File: config.mk
export PLATFORM = sky130hd
export DESIGN_NAME = sysid_check_ctrl
export DESIGN_NICKNAME = d
export VERILOG_FILES = /design/src/rtl/sysid_check_ctrl.sv
export SDC_FILE = /design/constraint.sdc
export NUM_CORES = 1
export LEC_CHECK = 0
export BUFFER_PORTS_ARGS = -buffer_cell sky130_fd_sc_hd__buf_2
export CAP_MARGIN = 20
export CORE_ASPECT_RATIO = 1.2
export CORE_UTILIZATION = 50
export CTS_BUF_LIST = sky130_fd_sc_hd__clkbuf_8
export DETAILED_ROUTE_END_ITERATION = 16
export PLACE_DENSITY = 0.88
export SLEW_MARGIN = 20
export SYNTH_ARGS = -nofsm -noshare
export SYNTH_HDL_FRONTEND = slang
export SYNTH_SLANG_ARGS = --single-unit
File: constraint.sdc
create_clock -name clock -period 2.38 [get_ports clock]
set_input_delay 0.714 -clock clock [delete_from_list [all_inputs] [get_ports clock]]
set_output_delay 0.714 -clock clock [all_outputs]
set_load 0.05 [all_outputs]
File: src/rtl/sysid_check_ctrl.sv
// sysid_check_ctrl: reads the sysid slave (ID word at address 0, timestamp at
// address 1) over Avalon-MM after a start pulse and flags any mismatch against
// the expected build values, or a slave that never releases waitrequest.
//
// state   | meaning
// --------+---------------------------------------------------------------
// IDLE    | waiting for start; results from the last check are held
// RD_ID   | read strobe on address 0, waiting for waitrequest to drop
// WAIT_ID | read accepted, counting down read latency for the ID word
// RD_TS   | read strobe on address 1, waiting for waitrequest to drop
// WAIT_TS | read accepted, counting down read latency for the timestamp
// DONE    | one-cycle done pulse; match flags valid
module sysid_check_ctrl #(
  parameter logic [31:0] EXPECTED_ID        = 32'd0,
  parameter logic [31:0] EXPECTED_TIMESTAMP = 32'd1457919206,
  parameter int unsigned READ_LATENCY       = 0,
  parameter int unsigned TIMEOUT_CYCLES     = 255
) (
  input  logic        clock,
  input  logic        reset,
  input  logic        start,
  output logic        busy,
  output logic        done,
  output logic        id_ok,
  output logic        ts_ok,
  output logic        error,
  output logic [31:0] sysid_value,
  output logic [31:0] timestamp_value,
  output logic        avm_address,
  output logic        avm_read,
  input  logic        avm_waitrequest,
  input  logic [31:0] avm_readdata
);

  typedef enum logic [2:0] {
    IDLE    = 3'd0,
    RD_ID   = 3'd1,
    WAIT_ID = 3'd2,
    RD_TS   = 3'd3,
    WAIT_TS = 3'd4,
    DONE    = 3'd5
  } state_t;

  // Down-counter reload values; terminal count is zero for both counters.
  localparam bit          LAT_ZERO = (READ_LATENCY == 0);
  localparam logic [2:0]  LAT_LOAD = 3'(READ_LATENCY - 1);
  localparam logic [15:0] TO_LOAD  = 16'(TIMEOUT_CYCLES - 1);

  state_t      state_q, state_d;
  logic [2:0]  lat_cnt_q, lat_cnt_d;
  logic [15:0] to_cnt_q, to_cnt_d;
  logic [31:0] sysid_value_q, sysid_value_d;
  logic [31:0] timestamp_value_q, timestamp_value_d;
  logic        id_ok_q, id_ok_d;
  logic        ts_ok_q, ts_ok_d;
  logic        error_q, error_d;
  logic        avm_read_q, avm_read_d;
  logic        avm_address_q, avm_address_d;

  // Sequencing, latency/timeout counting, capture and result evaluation.
  always_comb begin
    state_d           = state_q;
    lat_cnt_d         = lat_cnt_q;
    to_cnt_d          = to_cnt_q;
    sysid_value_d     = sysid_value_q;
    timestamp_value_d = timestamp_value_q;
    id_ok_d           = id_ok_q;
    ts_ok_d           = ts_ok_q;
    error_d           = error_q;

    case (state_q)
      IDLE: begin
        if (start) begin
          sysid_value_d     = '0;
          timestamp_value_d = '0;
          id_ok_d           = 1'b0;
          ts_ok_d           = 1'b0;
          error_d           = 1'b0;
          to_cnt_d          = TO_LOAD;
          state_d           = RD_ID;
        end
      end
      RD_ID: begin
        if (!avm_waitrequest) begin
          if (LAT_ZERO) begin
            sysid_value_d = avm_readdata;
            to_cnt_d      = TO_LOAD;
            state_d       = RD_TS;
          end else begin
            lat_cnt_d = LAT_LOAD;
            state_d   = WAIT_ID;
          end
        end else if (to_cnt_q == '0) begin
          error_d = 1'b1;
          state_d = DONE;
        end else begin
          to_cnt_d = to_cnt_q - 16'd1;
        end
      end
      WAIT_ID: begin
        if (lat_cnt_q == '0) begin
          sysid_value_d = avm_readdata;
          to_cnt_d      = TO_LOAD;
          state_d       = RD_TS;
        end else begin
          lat_cnt_d = lat_cnt_q - 3'd1;
        end
      end
      RD_TS: begin
        if (!avm_waitrequest) begin
          if (LAT_ZERO) begin
            timestamp_value_d = avm_readdata;
            id_ok_d           = (sysid_value_q == EXPECTED_ID);
            ts_ok_d           = (avm_readdata == EXPECTED_TIMESTAMP);
            state_d           = DONE;
          end else begin
            lat_cnt_d = LAT_LOAD;
            state_d   = WAIT_TS;
          end
        end else if (to_cnt_q == '0) begin
          error_d = 1'b1;
          state_d = DONE;
        end else begin
          to_cnt_d = to_cnt_q - 16'd1;
        end
      end
      WAIT_TS: begin
        if (lat_cnt_q == '0) begin
          timestamp_value_d = avm_readdata;
          id_ok_d           = (sysid_value_q == EXPECTED_ID);
          ts_ok_d           = (avm_readdata == EXPECTED_TIMESTAMP);
          state_d           = DONE;
        end else begin
          lat_cnt_d = lat_cnt_q - 3'd1;
        end
      end
      DONE: begin
        state_d = IDLE;
      end
      default: begin
        state_d = IDLE;
      end
    endcase

    // Bus strobes are registered from the next state so they are glitch-free
    // and stay put for as long as the slave stalls.
    avm_read_d    = (state_d == RD_ID) || (state_d == RD_TS);
    avm_address_d = (state_d == RD_TS);
  end

  // State and result registers with synchronous reset.
  always_ff @(posedge clock) begin
    if (reset) begin
      state_q           <= IDLE;
      lat_cnt_q         <= '0;
      to_cnt_q          <= '0;
      sysid_value_q     <= '0;
      timestamp_value_q <= '0;
      id_ok_q           <= 1'b0;
      ts_ok_q           <= 1'b0;
      error_q           <= 1'b0;
      avm_read_q        <= 1'b0;
      avm_address_q     <= 1'b0;
    end else begin
      state_q           <= state_d;
      lat_cnt_q         <= lat_cnt_d;
      to_cnt_q          <= to_cnt_d;
      sysid_value_q     <= sysid_value_d;
      timestamp_value_q <= timestamp_value_d;
      id_ok_q           <= id_ok_d;
      ts_ok_q           <= ts_ok_d;
      error_q           <= error_d;
      avm_read_q        <= avm_read_d;
      avm_address_q     <= avm_address_d;
    end
  end

  assign busy            = (state_q != IDLE);
  assign done            = (state_q == DONE);
  assign id_ok           = id_ok_q;
  assign ts_ok           = ts_ok_q;
  assign error           = error_q;
  assign sysid_value     = sysid_value_q;
  assign timestamp_value = timestamp_value_q;
  assign avm_read        = avm_read_q;
  assign avm_address     = avm_address_q;

endmodule

==> reports/results.tsv <==
metric	value	unit
p_per_area	821.6	nW/µm²
placeableCoreArea	7402	µm²
end_kind	primary output	
cts_hold_buf	0	
finClkSkew	0.01004	ns
root_buffer	clkbuf_8	
htreeDepth	3	
synth_cell_type_count	49	
die_x	82.68	µm
yosysTopAreaCell	dfxtp_1	
crit_fanout	12	
gp_congestion	0.8360	
area_growth	22.08	%
vias	3919	
path_clk_slew	0.09	ns
drv_cap	0	
status	completed	
cts_buffers	9	
hold_violations	0	
path_class	register to primary output	
yosys_warnings	0	
totalWireLength	10560	µm
detail_route.vias_per_cell	5.815	
syn_nets	525	
fp.dieH	98.81	µm
drive_gt1_share	26.71	%
antenna_found_initial	0	
grt_pass1_wl	16980	µm
cts_tree	built	
seq_area_frac_synth	46.65	%
cts_max_path_buffers	2	
antenna_left	0	
grt_max_degree	35	
grt_pass1_vias	3636	
leakagePower	1.927	nW
syn_area_per_cell	8.052	µm²
hp-class	register to register	
dpl.hpwl	7248	µm
io_pins	107	
start_kind	register	
firstDrtPassIters	5	
arrival	1.53	ns
rows	34	
synth_area_leaders	dfxtp_1 47%, a21oi_1 9.5%, nand3_1 8.5%, nand2_1 7.2%, xnor2_1 3.1%	
fmax	445.2	MHz
slew_viol_final	0	
synth_top_area_share	46.65	%
fin_crit	2.246	ns
grt_overflow	0	
nets	619	
fin_crit_sh	94.38	%
postCtsSetupBuffers	0	
fin_setup_tns	0	ns
numPortBuffers	106	
cp.required	1.67	ns
synth_cells	485	
cts.sinks	91	
whs	0.4507	ns
syn-cell-area	3905	µm²
worstMarginPinSlew	0.5489	ns
grt.total_usage	26.99	%
rsz0062_at_grt	no	
antennaDiodeCount	0	
synth_seq_cells	91	
post_drt_wl_per_cell	15.67	µm
die_area	8169	µm²
drc	0	
peakVddDrop	0.4815	mV
setup_violations	0	
start_util	52.76	%
slew_headroom	63.41	%
drt_iter0_markers	223	
clk_latency	0.37	ns
-- state kept, by name (all words and copies together), names as in the netlist --
register / cells
avm_address: 1
avm_read: 1
error: 1
id_ok: 1
lat_cnt_q: 3
state_q: 3
sysid_value: 32
timestamp_value: 32
to_cnt_q: 16
ts_ok: 1
-- area by class of cell --
type                            instances  area (µm²)
Fill cell                             620        2635
Multi-Input combinational cell        346        1912
Sequential cell                        91        1824
Timing Repair Buffer                  121       680.7
Clock buffer                            9       123.9
Tap cell                               90       112.6
Clock inverter                          7       76.32
Inverter                               10       37.54
-- critical path, stage by stage (launching register included) --
cell,delay (ns)
dfxtp_1,0.62
inv_1,0.14
and3_1,0.21
buf_2,0.20
-- layer usage --
layer  vias to the layer above  wire, µm  GRT usage [%]
met5                         -         0              0
met4                         0       328          10.61
met3                        34       807          8.796
met2                       180      5149          42.12
met1                      1821      4278          34.01
li1                       1884         -              -
-- synth_stat cells, drive strengths merged --
library cell and n:
a2111oi 1, a211o 1, a211oi 3, a21bo 1
a21o 1, a21oi 75, a2bb2oi 1, a311oi 1
a31o 1, a31oi 3, and3 1, and4 3
buf 7, clkbuf 31, dfxtp 91, ha 4
inv 10, mux2 1, mux2i 1, nand2 75
nand2b 1, nand3 66, nand3b 1, nand4 7
nand4b 3, nor2 31, nor2b 2, nor3 8
nor3b 3, nor4 17, nor4b 3, nor4bb 2
o21a 1, o21ai 3, o21bai 1, o221ai 1
or2 3, or3 3, or4 3, xnor2 14
-- metrics by stage --
| step | cells | setup slack (ns) | area, µm² | utilization, % | total power, mW |
|---|---|---|---|---|---|
| 2_1_floorplan | 485 | 0.2723 | 3905 | - | 2.520 |
| 4_1_cts | 674 | 0.03720 | 4761 | 64.32 | 3.914 |
| 5_1_grt | 674 | 0.07450 | 4767 | 64.40 | 4.100 |
| 3_5_place_dp | 658 | 0.1582 | 4561 | 61.61 | 2.850 |
| 6_report | 674 | 0.1337 | 4767 | 64.40 | 3.917 |
| 3_3_place_gp | 658 | 0.2531 | 4561 | 61.61 | 2.818 |
-- cell usage in the layout (no fill, tap or decap), drive strengths merged, types with 3 or more instances in the layout --
cell type | netlist | layout
a211oi | 3 | 3
a21oi | 75 | 75
a31oi | 3 | 3
and4 | 3 | 3
buf | 7 | 121
clkbuf | 31 | 9
dfxtp | 91 | 91
ha | 4 | 4
inv | 10 | 13
nand2 | 75 | 75
nand3 | 66 | 66
nand4 | 7 | 7
nand4b | 3 | 3
nor2 | 31 | 31
nor3 | 8 | 8
nor3b | 3 | 3
nor4 | 17 | 17
nor4b | 3 | 3
o21ai | 3 | 3
or2 | 3 | 3
or3 | 3 | 3
or4 | 3 | 3
xnor2 | 14 | 14
-- where the power goes --
group / internal [mW] / switching [mW] / total [mW]
clock network: 0.493 / 0.584 / 1.08
registers: 1.62 / 0.107 / 1.73
logic: 0.347 / 0.765 / 1.11
-- what timing repair did --
| item | 4_1_cts | 5_1_grt |
|---|---|---|
| setup endpoints to repair | 0 | 39 |
| hold endpoints to repair | 0 | 0 |
| gates resized for setup | 0 | 4 |
-- path summary, 6_finish.rpt --
path / startpoint / end / slack (ns) / cells after the start
max: state_q[1]$_SDFF_PP0_ / done / 0.13 / 3
min: timestamp_value[26]$_SDFFE_PP0P_ / timestamp_value[26]$_SDFFE_PP0P_ / 0.45 / 2
max reg2reg: lat_cnt_q[0]$_SDFFE_PP0P_ / to_cnt_q[5]$_SDFFE_PP0P_ / 0.21 / 8
min reg2reg: timestamp_value[26]$_SDFFE_PP0P_ / timestamp_value[26]$_SDFFE_PP0P_ / 0.45 / 2
-- cell families (layout without fill, tap and decap cells) --
| kind of cell | count (synthesis) | in the layout | synth area share, % |
|---|---|---|---|
| AOI/OAI and AO/OA | 94 | 94 | 13.62 |
| xor gates and xnor gates | 14 | 14 | 3.140 |
| adders and majority gates | 4 | 4 | 1.282 |
| buffers and inverters | 48 | 147 | 4.838 |
| DFF | 91 | 91 | 46.65 |
| muxes | 2 | 2 | 0.5447 |
| and+or+nand+nor | 232 | 232 | 29.93 |
No activity file was read; power rests on OpenSTA's default activity.
